## src/rtl/gtx_link_reset_seq.sv

```systemverilog
// GTX link bring-up sequencer on the free-running DRP clock: CPLL reset pulse,
// lock wait, GT/MAC reset hold, reset-done wait, then link monitoring with retry.
module gtx_link_reset_seq #(
  parameter int PRE_CYCLES     = 60,
  parameter int PLL_RST_CYCLES = 4,
  parameter int LOCK_TIMEOUT   = 65535,
  parameter int GT_RST_CYCLES  = 16,
  parameter int DONE_TIMEOUT   = 262143,
  parameter int CW             = 20
) (
  input  logic       drp_clk,
  input  logic       reset,
  input  logic       restart,
  input  logic       pll_locked,
  input  logic       tx_resetdone,
  input  logic       rx_resetdone,
  input  logic       txfsm_resetdone,
  input  logic       rxfsm_resetdone,
  output logic       gt_pll_reset,
  output logic       gt_reset,
  output logic       link_ready,
  output logic [2:0] state_mon,
  output logic [7:0] retry_count,
  output logic       fault
);

  typedef enum logic [2:0] {
    PRE_WAIT  = 3'd0,
    PLL_RST   = 3'd1,
    LOCK_WAIT = 3'd2,
    GT_RST    = 3'd3,
    DONE_WAIT = 3'd4,
    RUNNING   = 3'd5
  } state_t;

  localparam logic [CW-1:0] PRE_LAST  = CW'(PRE_CYCLES - 1);
  localparam logic [CW-1:0] PLL_LAST  = CW'(PLL_RST_CYCLES - 1);
  localparam logic [CW-1:0] LOCK_LAST = CW'(LOCK_TIMEOUT - 1);
  localparam logic [CW-1:0] GT_LAST   = CW'(GT_RST_CYCLES - 1);
  localparam logic [CW-1:0] DONE_LAST = CW'(DONE_TIMEOUT - 1);

  function automatic logic [7:0] sat_inc8(input logic [7:0] v);
    return (v == 8'hFF) ? v : v + 8'd1;
  endfunction

  state_t          state, state_nx;
  logic [CW-1:0]   cnt, cnt_nx;
  logic            cnt_clr, retry, set_fault;
  logic            lock_p0, lock_p1;
  logic [3:0]      done_p0, done_p1;
  logic            lock_s, done_s;

  // synchronizer stages p0 -> p1
  always_ff @(posedge drp_clk) begin
    if (reset) begin
      lock_p0 <= 1'b0;
      lock_p1 <= 1'b0;
      done_p0 <= '0;
      done_p1 <= '0;
    end else begin
      lock_p0 <= pll_locked;
      lock_p1 <= lock_p0;
      done_p0 <= {txfsm_resetdone, rxfsm_resetdone, tx_resetdone, rx_resetdone};
      done_p1 <= done_p0;
    end
  end

  assign lock_s = lock_p1;
  assign done_s = &done_p1;

  // next-state decision; restart overrides every other transition
  always_comb begin
    state_nx  = state;
    cnt_clr   = 1'b0;
    retry     = 1'b0;
    set_fault = 1'b0;
    if (restart) begin
      state_nx = PRE_WAIT;
      cnt_clr  = 1'b1;
      retry    = 1'b1;
    end else begin
      case (state)
        PRE_WAIT: if (cnt == PRE_LAST) begin
          state_nx = PLL_RST;
          cnt_clr  = 1'b1;
        end
        PLL_RST: if (cnt == PLL_LAST) begin
          state_nx = LOCK_WAIT;
          cnt_clr  = 1'b1;
        end
        LOCK_WAIT: begin
          if (lock_s) begin
            state_nx = GT_RST;
            cnt_clr  = 1'b1;
          end else if (cnt == LOCK_LAST) begin
            state_nx  = PRE_WAIT;
            cnt_clr   = 1'b1;
            retry     = 1'b1;
            set_fault = 1'b1;
          end
        end
        GT_RST: if (cnt == GT_LAST) begin
          // lock lost at the end of the hold: hold GT reset for another full window
          cnt_clr = 1'b1;
          if (lock_s) state_nx = DONE_WAIT;
        end
        DONE_WAIT: begin
          if (done_s && lock_s) begin
            state_nx = RUNNING;
            cnt_clr  = 1'b1;
          end else if ((cnt == DONE_LAST) || !lock_s) begin
            state_nx  = PRE_WAIT;
            cnt_clr   = 1'b1;
            retry     = 1'b1;
            set_fault = (cnt == DONE_LAST);
          end
        end
        RUNNING: if (!lock_s || !done_s) begin
          state_nx = PRE_WAIT;
          cnt_clr  = 1'b1;
          retry    = 1'b1;
        end
        default: begin
          state_nx = PRE_WAIT;
          cnt_clr  = 1'b1;
        end
      endcase
    end
    cnt_nx = cnt_clr ? '0 : cnt + 1'b1;
  end

  // state, counter and decoded outputs registered together
  always_ff @(posedge drp_clk) begin
    if (reset) begin
      state        <= PRE_WAIT;
      cnt          <= '0;
      gt_pll_reset <= 1'b0;
      gt_reset     <= 1'b1;
      link_ready   <= 1'b0;
      state_mon    <= 3'd0;
      retry_count  <= 8'd0;
      fault        <= 1'b0;
    end else begin
      state        <= state_nx;
      cnt          <= cnt_nx;
      gt_pll_reset <= (state_nx == PLL_RST);
      gt_reset     <= (state_nx != RUNNING);
      link_ready   <= (state_nx == RUNNING);
      state_mon    <= state_nx;
      if (retry) retry_count <= sat_inc8(retry_count);
      if (set_fault) fault <= 1'b1;
    end
  end

endmodule

```

## config.mk

```make
export PLATFORM = sky130hd
export DESIGN_NAME = gtx_link_reset_seq
export DESIGN_NICKNAME = d
export VERILOG_FILES = /design/src/rtl/gtx_link_reset_seq.sv
export SDC_FILE = /design/constraint.sdc
export NUM_CORES = 1
export LEC_CHECK = 0
export CAP_MARGIN = 40
export CORE_MARGIN = 3
export CORE_UTILIZATION = 32
export DETAILED_ROUTE_END_ITERATION = 12
export GPL_ROUTABILITY_DRIVEN = 0
export PLACE_DENSITY_LB_ADDON = 0.12
export SYNTH_ARGS = -nofsm -noshare
export SYNTH_HDL_FRONTEND = slang
export SYNTH_SLANG_ARGS = --single-unit
export TNS_END_PERCENT = 1
```

## constraint.sdc

```tcl
create_clock -name drp_clk -period 4.5 [get_ports drp_clk]
set_input_delay 1.35 -clock drp_clk [delete_from_list [all_inputs] [get_ports drp_clk]]
set_output_delay 1.35 -clock drp_clk [all_outputs]
set_load 0.03 [all_outputs]
```

==> run summary <==
Setup crit end kind - flip-flop
Vias per cell - 4.80
R2r startpoint - cnt[4]
Residual DRC - 0
Port Buffer Count - 22
Clock Skews - 0.00793 ns
Die X - 86.4 um
CP Max Fanout - 23
Final setup fails - 0
Synth cell types - 42
Most common cell in the synthesized netlist - dfxtp_1
Status - complete, no violations
CORE AREA - 6100 um^2
Hold Fails Final Rpt - 0
FF+latch count, synth - 45
Post-DP Area - 2370 um^2
Cts repair resizes - 0
Clock Latency Late Sink - 0.29 ns
Worst Path Arrival - 3.28 ns
Syn Area/Cell - 8.89 um^2
Post-route minimum period - 3.05 ns
Die footprint - 7470 um^2
Final setup margin - 1.45 ns
Hold-fix buffers, CTS - 0
Slew @ Worst Pin - 0.555 ns
Startpoint types - input port
Syn. warnings - 0
Fill cell count - 646
Diodes inserted - 0
Max cap viols - 0
TNS Setup - 0 ns
Post-Syn Area - 2070 um^2
Relative slew slack - 62.7%
First-pass GRT wire length - 6.78 mm
Cell count after synthesis - 233
Post-synth top area share - 43.5%
Die Span Y - 86.4 um
Share of post-route cells with drive strength above 1 - 6.61%
CTS buffer count - 5
DP Wirelength - 2.95 mm
CTS tree - done
Final ANT Viol Nets - 0
Worst Hold Launch - done_p0[1]
Synth top cells by count - dfxtp_1, nor2_1, nand2_1
Initial antenna violation count - 0
Ports - 23
Worst EP required - 4.73 ns
Worst Setup SP - reset
Static Leak - 0.969 nW
Max clock buf depth - 2
Cell taking the most area after synthesis - dfxtp_1
Max-slew violation count - 0
Post-Place Setup Slack - 1.10 ns
Synth area leaders - dfxtp_1, nor2_1, xor2_1
Clock transition at the registers of the reported paths - 0.07 ns
Main flop type after synthesis - dfxtp_1
Multi-input gate area - 1110 um^2
Tightest Hold Check Type - flip-flop to flip-flop
Detailed Route Iter0 Violations - 56
Wirelength, routed - 3.97 mm
Vias post-DR - 1595
PD cells - 281 nW/um^2
Fmax - 328 MHz
WL/cell - 12.0 um
Mapped Nets - 244
Vias in the first global route - 1534
RSZ-0062 raised after global routing - false
DRT Pass-1 Iters - 4
Root buf cell - clkbuf_8
Post-synth EDFFs - 0
# H-tree levels - 2
Global-route usage over all layers - 11.2%
Synth-to-layout area growth - 18.7%
Pin count of the biggest net entering global routing - 24
Gr ovfl total - 0
Initial Util - 34.0%
# nets final - 268
Register area - 901 um^2
Post-CTS setup buffers - 0
Maximum vdd drop - 0.101 mV
Clock Sinks - 45
Sequential-to-total area share from yosys stat - 43.5%
Async SR Flop Fraction - 0%
Fin crit share - 67.8%
Class of the most critical setup path - input port to flip-flop
Site Rows - 28
Design area - 2460 um^2
-- layout by cell type, fill, tap and decap left out, drive strengths merged, types with 6 or more instances in the layout --
cell	Yosys	final
dfxtp	45	45
nor2	40	40
clkdlybuf4s50	0	22
nand2	15	15
nor2b	14	14
nand3	11	11
xor2	11	11
nand4	11	11
xnor2	10	10
and3	8	8
inv	7	7
clkbuf	4	7
nor3	6	6
a21oi	6	6
nor4	6	6
-- worst max-delay path, stage by stage --
cell,delay (ns)
clkdlybuf4s50_1,0.39
buf_4,0.21
a211o_1,0.29
a31oi_1,0.18
nand4_1,0.41
buf_4,0.34
nor2_1,0.10
-- metal layers --
layer / wire length [um] / vias to the layer above / part of all wire [%] / track usage, %
met1: 1990 / 715 / 50 / 15.3
met5: 0 / - / 0 / 0
li1: - / 849 / - / -
met4: 53 / 0 / 1.3 / 5.10
met2: 1740 / 26 / 44 / 16.8
met3: 184 / 5 / 4.6 / 2.38
-- report_power, final --
group	internal, mW	switching (mW)	leakage (nW)
Combinational	0.0171	0.0173	0.559
Clock	0.122	0.125	0.0443
Sequential	0.405	0.00536	0.365
Total	0.544	0.147	0.969
-- cells by family (layout without fill, tap and decap cells) --
family	after synthesis	in the layout	share of synthesized area, %
mux	4	4	2.11
flops	45	45	43.5
fa+ha+maj	3	3	1.81
buf+inv	14	38	2.66
xor+xnor	21	21	8.88
compound gates	21	21	7.67
simple gates	125	125	33.4
-- area by class of cell --
| type | instances | share of cell area, % |
|---|---|---|
| multi-input combinational | 174 | 45.4 |
| sequential | 45 | 36.7 |
| tap | 75 | 3.82 |
| inverter | 7 | 1.07 |
| timing repair buffer | 24 | 9.57 |
| clock buffer | 7 | 3.51 |
-- state kept, by name, summed over array words and instances, names as in the netlist --
register	flops
cnt	20
retry_count	8
done_p0	4
done_p1	4
state	3
fault	1
gt_pll_reset	1
gt_reset	1
link_ready	1
lock_p0	1
lock_p1	1
-- final timing paths --
path	end	depth (start not counted)	slack, ns
worst min-delay path	done_p1[1]	1	0.44
worst max-delay path	cnt[19]	7	1.45
worst min register to register	done_p1[1]	1	0.44
worst max register to register	retry_count[4]	6	2.05
-- through the flow --
| step | power [mW] | hold slack [ns] | cells | utilization [%] |
|---|---|---|---|---|
| finish | 0.691 | 0.442 | 332 | 40.3 |
| detailed placement | 0.455 | 0.429 | 325 | 38.9 |
| global placement | 0.455 | 0.419 | 325 | 38.9 |
| CTS | 0.705 | 0.444 | 332 | 40.3 |
| global route | 0.727 | 0.461 | 332 | 40.3 |
| floorplan | 0.439 | 0.414 | 233 | - |
Power figures use the tool's default switching activity.
